### config.mk
export PLATFORM = sky130hd
export DESIGN_NAME = mem_port_arbiter
export DESIGN_NICKNAME = d
export VERILOG_FILES = /design/src/rtl/mem_port_arbiter.sv
export SDC_FILE = /design/constraint.sdc
export NUM_CORES = 1
export LEC_CHECK = 0
export CORE_ASPECT_RATIO = 1.4
export CORE_MARGIN = 1
export CORE_UTILIZATION = 30
export DETAILED_ROUTE_END_ITERATION = 10
export HOLD_SLACK_MARGIN = 0.1
export PLACE_DENSITY_LB_ADDON = 0.08
export SYNTH_ARGS = -nofsm -noshare
export SYNTH_HDL_FRONTEND = slang
export SYNTH_SLANG_ARGS = --single-unit
### constraint.sdc
create_clock -name clk -period 2.9 [get_ports clk]
set_input_delay 0.435 -clock clk [delete_from_list [all_inputs] [get_ports clk]]
set_output_delay 0.435 -clock clk [all_outputs]
set_load 0.005 [all_outputs]
### src/rtl/mem_port_arbiter.sv
// mem_port_arbiter: shares one single-port RAM between instruction fetch and load/store,
// one transaction at a time, LS priority with a bounded IF starvation window.
module mem_port_arbiter #(
  parameter int AW       = 8,
  parameter int DW       = 16,
  parameter int RD_LAT   = 1,
  parameter int MAX_WAIT = 4
) (
  input  logic          clk,
  input  logic          reset,
  input  logic          if_req,
  input  logic [AW-1:0] if_addr,
  output logic          if_gnt,
  output logic          if_rvalid,
  output logic [DW-1:0] if_rdata,
  input  logic          ls_req,
  input  logic          ls_we,
  input  logic [AW-1:0] ls_addr,
  input  logic [DW-1:0] ls_wdata,
  output logic          ls_gnt,
  output logic          ls_rvalid,
  output logic [DW-1:0] ls_rdata,
  output logic          mem_en,
  output logic          mem_we,
  output logic [AW-1:0] mem_addr,
  output logic [DW-1:0] mem_wdata,
  input  logic [DW-1:0] mem_rdata,
  output logic          busy
);
  typedef enum logic [1:0] {IDLE, ACCESS, WAIT, RESP} state_t;
  localparam int LW = RD_LAT > 1 ? $clog2(RD_LAT) : 1;
  localparam int CW = $clog2(MAX_WAIT + 1);
  state_t state, nxt;
  logic owner;
  logic we_q;
  logic [LW-1:0] lat_cnt;
  logic [CW-1:0] wait_cnt;
  logic idle, ls_win, if_win;
  // Grants are masked while reset is asserted so no pulse leaks out during reset.
  always_comb begin
    idle = state == IDLE && reset;
    ls_win = idle && ls_req && !(if_req && wait_cnt == CW'(MAX_WAIT));
    if_win = idle && if_req && !ls_win;
    if_gnt = if_win;
    ls_gnt = ls_win;
    busy = state != IDLE;
    if_rvalid = state == RESP && !owner;
    ls_rvalid = state == RESP && owner;
    nxt = state == IDLE   ? ((ls_win || if_win) ? ACCESS : IDLE) :
          state == ACCESS ? (we_q ? IDLE : WAIT) :
          state == WAIT   ? (lat_cnt == '0 ? RESP : WAIT) : IDLE;
  end
  always_ff @(posedge clk or negedge reset)
    if (!reset) state <= IDLE;
    else state <= nxt;
  // wait_cnt cannot overflow: an LS win with if_req high implies wait_cnt < MAX_WAIT.
  always_ff @(posedge clk or negedge reset)
    if (!reset) begin
      owner <= 1'b0;
      we_q <= 1'b0;
      lat_cnt <= '0;
      wait_cnt <= '0;
      mem_en <= 1'b0;
      mem_we <= 1'b0;
      mem_addr <= '0;
      mem_wdata <= '0;
      if_rdata <= '0;
      ls_rdata <= '0;
    end else begin
      mem_en <= ls_win || if_win;
      mem_we <= ls_win && ls_we;
      if (ls_win || if_win) begin
        owner <= ls_win;
        we_q <= ls_win && ls_we;
        mem_addr <= ls_win ? ls_addr : if_addr;
        mem_wdata <= ls_win ? ls_wdata : '0;
        wait_cnt <= (ls_win && if_req) ? wait_cnt + 1'b1 : '0;
      end
      if (state == ACCESS) lat_cnt <= LW'(RD_LAT - 1);
      else if (state == WAIT && lat_cnt != '0) lat_cnt <= lat_cnt - 1'b1;
      if (state == WAIT && lat_cnt == '0 && owner) ls_rdata <= mem_rdata;
      if (state == WAIT && lat_cnt == '0 && !owner) if_rdata <= mem_rdata;
    end
endmodule

==> results of run 1 <==
==> state kept, by name, summed over array words and instances (netlist names), 2 cells and up <==
signal     flops
mem_wdata     16
if_rdata      16
wait_cnt       3
ls_rdata      16
mem_addr       8
state          2
==> cell families after synthesis <==
kind of cell | synth area share
buffers and inverters | 0.0287
adders and majority gates | 0.00942
and+or+nand+nor | 0.0693
muxes | 0.139
DFF | 0.622
AOI/OAI and AO/OA | 0.131
==> layer usage <==
metal,vias up,routed length (um),GRT usage
met5,-,0,0
met1,979,2580,0.178
met3,15,422,0.0395
met2,76,3100,0.237
met4,0,178,0.0940
li1,922,-,-
==> critical path: cells and delay by family <==
kind                   cells  cell delay (ns)
buffers and inverters      2             1.04
AND/OR/NAND/NOR            2             0.65
==> power groups by stage <==
stage | clock, mW | sequential (mW) | combinational, mW
floorplan | 0 | 1.61 | 0.695
detailed placement | 0 | 1.60 | 1.74
global placement | 0 | 1.60 | 1.73
global route | 1.23 | 1.64 | 1.87
CTS | 1.19 | 1.59 | 1.74
finish | 1.15 | 1.58 | 1.70
==> cells in the final DEF, fill, tap and decap left out, drive strengths merged <==
master and instances:
a21boi 2, inv 6, and3b 1, o22ai 1
a31oi 1, buf 7, o32ai 8, a22o 18
nand2 4, mux2 32, a2bb2oi 8, a32o 1
nand2b 9, mux2i 1, clkbuf 11, and3 1
nor3b 3, and2 1, o21ai 1, ha 2
dfrtp 66, or3b 1, clkinvlp 1, or2 1
a21o 1, clkinv 2, bufinv 2, nor2 5
clkdlybuf4s50 114
==> metrics by stage <==
| stage | instances | total power, mW |
|---|---|---|
| CTS | 416 | 4.52 |
| finish | 416 | 4.44 |
| global placement | 400 | 3.32 |
| global route | 416 | 4.74 |
| floorplan | 183 | 2.31 |
| detailed placement | 400 | 3.34 |
==> path summary, 6_finish.rpt <==
path	start	to	slack [ns]	depth (start not counted)
worst max-delay path	if_req	ls_gnt	0.34	4
worst min-delay path	reset	if_rdata[10]	0.33	2
worst max register to register	wait_cnt[0]	wait_cnt[1]	1.01	6
worst min register to register	ls_rdata[6]	ls_rdata[6]	0.48	1
max in group asynchronous	reset	ls_rdata[2]	2.04	2
min in group clk	ls_rdata[6]	ls_rdata[6]	0.48	1
==> area by class of cell <==
class                   count  area [sq um]
clock inverters             5          77.6
multi-input cells         102           927
flip-flops and latches     66          1650
inverters                   6          22.5
fillers                   776          4360
clock buffers              11           243
well taps                 105           131
repair buffers            121          1190
==> results.sh, run 1 <==
export IMPL_worst_skew_pair_late_latency_ns=0.33
export IMPL_io_buffers=115
export IMPL_clock_power_share=0.260
export IMPL_firstDrtPassIters=4
export IMPL_dieHeight_um=113
export IMPL_crit_top_cell="clkdlybuf4s50_1"
export IMPL_synth_commonest_cells="66 x dfrtp_1, 32 x mux2_1, 18 x a22o_1, 9 x nand2b_1"
export IMPL_irDropWorstVdd_mv=0.435
export IMPL_power_density_nw_per_um2=1050
export IMPL_arrival_ns=2.13
export IMPL_core_sq_um=8610
export IMPL_synth_nets=238
export IMPL_switching_share=0.270
export IMPL_via_count=1992
export IMPL_ys_seq_area_frac=0.622
export IMPL_end_kind="output port"
export IMPL_grt_max_degree=67
export IMPL_cpPeakStageDelay_ns=0.59
export IMPL_synth_edff_count=0
export IMPL_drt_total_wl_mm=6.28
export IMPL_tightestPinTransition_ns=0.827
export IMPL_synth_warnings=0
export IMPL_p_int_mw=3.24
export IMPL_netlist_area_sq_um=2660
export IMPL_netlist_instances=183
export IMPL_postPlaceCellArea_sq_um=3920
export IMPL_ctsResizeCount=0
export IMPL_status="complete, no violations"
export IMPL_diodes=0
export IMPL_worstHoldPathType="in -> async"
export IMPL_grt_pass1_wl_mm=10.3
export IMPL_setup_tns_final_ns=0
export IMPL_p_sw_mw=1.20
export IMPL_htreeDepth=3
export IMPL_hold_slack_ns=0.333
export IMPL_postCtsHoldBufs=0
export IMPL_wl_per_cell_um=15.1
export IMPL_drt_iter0_drc=61
export IMPL_antenna_found_initial=0
export IMPL_period_needed_ns=2.56
export IMPL_ant_nets=0
export IMPL_root_buffer="clkbuf_16"
export IMPL_path_class="in -> out"
export IMPL_finClkSkew_ns=0.00644
export IMPL_grt_usage=0.150
export IMPL_postCtsSetupRepairBufs=0
export IMPL_grt_pass1_vias=2092
export IMPL_drv_slew=0
export IMPL_clock_fmax_ghz=0.390
export IMPL_tritoncts="built"
export IMPL_io_pins=116
export IMPL_synth_most_common_cell="dfrtp_1"
export IMPL_crit_fanout=9
export IMPL_drc_errors=0
export IMPL_p_leak_nw=1.82
export IMPL_cts_max_path_buffers=2
export IMPL_critPathRequiredTime_ns=2.47
export IMPL_yosysTopAreaCell="dfrtp_1"
export IMPL_synth_flop_cell="dfrtp_1"
export IMPL_cts_buffers=9
export IMPL_worstSetupStartpointType="input port"
export IMPL_final_area_sq_um=4240
export IMPL_combPwrFrac=0.383
export IMPL_setup_viol=0
export IMPL_path_cells="clkdlybuf4s50_1 -> and3_1 -> and3b_1 -> clkdlybuf4s50_1"
export IMPL_rsz0062_at_grt="false"
export IMPL_grt_overflow=0
export IMPL_start_util=0.308
export IMPL_dp_hpwl_mm=4.37
export IMPL_cts_sinks=66
export IMPL_drive_gt1_frac=0.0900
export IMPL_die_x_um=81.5
export IMPL_clk_pin_slew_ns=0.05
export IMPL_async_reset_ff_frac=1.00
export IMPL_synth_top_cell_area_share=0.622
export IMPL_viasPerCell=4.79
export IMPL_fin_ws_ns=0.338
export IMPL_synth_cell_type_count=28
export IMPL_seqPwrFrac=0.357
export IMPL_ys_seq_elements=66
export IMPL_finish_utilization=0.493
export IMPL_slowest_stage="clkdlybuf4s50_1"
export IMPL_dieArea_sq_um=9240
export IMPL_pre_cts_slack_ns=0.333
export IMPL_final_nets=361
export IMPL_syn_area_per_cell_sq_um=14.5
export IMPL_ys_top_cells_by_area="dfrtp_1 62%, mux2_1 14%, a22o_1 5.9%, a2bb2oi_1 2.6%, o32ai_1 2.6%"
export IMPL_max_cap_viol_count=0
export IMPL_slew_headroom=0.449
export IMPL_area_growth_pct=59.8
export IMPL_finalHoldViolations=0
export IMPL_placementRows=40
export IMPL_gp_congestion=0.665
export IMPL_fin_crit_sh=0.883
Power figures use the tool's default switching activity.
==> run 2, diff against run 1 <==
CORE_UTILIZATION = 45   (was 30)
==> run 2 against run 1 <==
- clock power down 26%
- critical path type is now reg -> out
- via count up 1.6%
- die area decreased by 33%
- total power decreased by 6.4%
- highest routed layer unchanged
- largest cell class unchanged
- combinational power hardly changed
- maximum frequency shrank 3.9%
==> results.sh, run 2 (same netlist as run 1, synthesis figures left out) <==
export IMPL_htreeDepth=3
export IMPL_path_class="reg -> out"
export IMPL_firstDrtPassIters=4
export IMPL_final_area_sq_um=4090
export IMPL_tritoncts="built"
export IMPL_finalHoldViolations=0
export IMPL_rr_startpoint="state[1]"
export IMPL_dp_hpwl_mm=4.28
export IMPL_ctsResizeCount=0
export IMPL_postCtsHoldBufs=0
export IMPL_end_kind="output port"
export IMPL_core_sq_um=5610
export IMPL_status="complete, no violations"
export IMPL_worstHoldPathType="in -> async"
export IMPL_drc_errors=0
export IMPL_ant_nets=0
export IMPL_diodes=0
export IMPL_worstSetupStartpointType="flop"
export IMPL_cts_max_path_buffers=2
export IMPL_die_x_um=66.9
export IMPL_setup_viol=0
export IMPL_cp_top_family="simple AND/OR/NAND/NOR gates"
export IMPL_p_leak_nw=1.77
export IMPL_drive_gt1_frac=0.0809
export IMPL_crit_buf_inv=1
export IMPL_crit_top_cell="nor3b_1"
export IMPL_grt_overflow=0
export IMPL_cts_sinks=66
export IMPL_grt_usage=0.219
export IMPL_setup_tns_final_ns=0
export IMPL_dieHeight_um=92.9
export IMPL_critPathRequiredTime_ns=2.47
export IMPL_clk_pin_slew_ns=0.07
export IMPL_finClkSkew_ns=0.00418
export IMPL_wl_per_cell_um=16.2
export IMPL_final_cell_mix="114 x clkdlybuf4s50_1, 66 x dfrtp_1, 32 x mux2_1"
export IMPL_worst_skew_pair_late_latency_ns=0.33
export IMPL_placementRows=32
export IMPL_max_cap_viol_count=0
export IMPL_start_util=0.474
export IMPL_final_nets=360
export IMPL_fin_crit_sh=0.920
export IMPL_startpoint="state[1]"
export IMPL_drt_total_wl_mm=6.11
export IMPL_dieArea_sq_um=6220
export IMPL_io_pins=116
export IMPL_root_buffer="clkbuf_8"
export IMPL_path_cells="nor3b_1 -> nor3b_1 -> clkdlybuf4s50_1"
export IMPL_arrival_ns=2.23
export IMPL_clock_fmax_ghz=0.375
export IMPL_rsz0062_at_grt="false"
export IMPL_cpPeakStageDelay_ns=0.59
export IMPL_top_regs="if_rdata: 16 flops, ls_rdata: 16 flops, mem_wdata: 16 flops"
export IMPL_area_growth_pct=54.0
export IMPL_io_buffers=115
export IMPL_slowest_stage="nor3b_1"
export IMPL_cts_buffers=9
export IMPL_grt_max_degree=67
export IMPL_drt_iter0_drc=75
export IMPL_grt_pass1_wl_mm=9.96
export IMPL_postCtsSetupRepairBufs=0
export IMPL_tightestPinTransition_ns=0.799
export IMPL_period_needed_ns=2.67
export IMPL_grt_pass1_vias=2018
export IMPL_slew_headroom=0.467
export IMPL_postPlaceCellArea_sq_um=3870
export IMPL_final_common_cell="clkdlybuf4s50_1"
export IMPL_viasPerCell=5.37
export IMPL_antenna_found_initial=0
export IMPL_via_count=2023
export IMPL_power_density_nw_per_um2=1020
export IMPL_irDropWorstVdd_mv=0.517
export IMPL_drv_slew=0
export IMPL_gp_congestion=0.799
export IMPL_crit_fanout=6
## run 2: changes by cell type in the layout (fill, tap and decap cells not counted)
| cell | before | now |
|---|---|---|
| clkbuf_16 | 9 | 0 |
| clkbuf_8 | 1 | 11 |
| buf_4 | 6 | 5 |
| clkinvlp_4 | 1 | 0 |
| clkbuf_1 | 1 | 2 |
| clkinv_2 | 2 | 0 |
## run 2: area by class of cell
cell class                 instances  area [sq um]
clock buffer                      13           159
clock inverter                     2          60.1
fill                             427          1520
inverter                           6          22.5
multi-input combinational        102           927
sequential                        66          1650
tap                               68          85.1
timing repair buffer             120          1180
## run 2: final timing paths
check,endpoint,cells after the start,slack (ns)
min in group clk,ls_rdata[12],1,0.49
worst max-delay path,if_gnt,3,0.23
max in group asynchronous,ls_rdata[3],2,2.09
worst max register to register,mem_addr[0],6,0.86
worst min register to register,ls_rdata[12],1,0.49
worst min-delay path,mem_addr[5],2,0.29
## run 2: metrics by stage
stage | setup slack, ns | power [mW] | utilization | instances | hold WS (ns)
finish | 0.233 | 4.16 | 0.729 | 377 | 0.294
global route | 0.110 | 4.43 | 0.729 | 377 | 0.364
CTS | 0.244 | 4.21 | 0.729 | 377 | 0.310
detailed placement | 0.370 | 3.34 | 0.690 | 362 | 0.474
global placement | 0.408 | 3.29 | 0.690 | 362 | 0.466
floorplan | 1.10 | 2.31 | - | 183 | 0.139
## run 2: metal layers
metal  wire length [um]  vias to the layer above  track usage
li1                   -                      915            -
met1               2460                     1012        0.267
met2               3130                       83        0.362
met3                359                       13       0.0468
met4                147                        0        0.105
met5                  0                        -            0
## run 2: power by group
group	internal [mW]	switching [mW]	total, mW
clock network	0.527	0.321	0.849
registers	1.35	0.245	1.59
logic	1.12	0.598	1.72
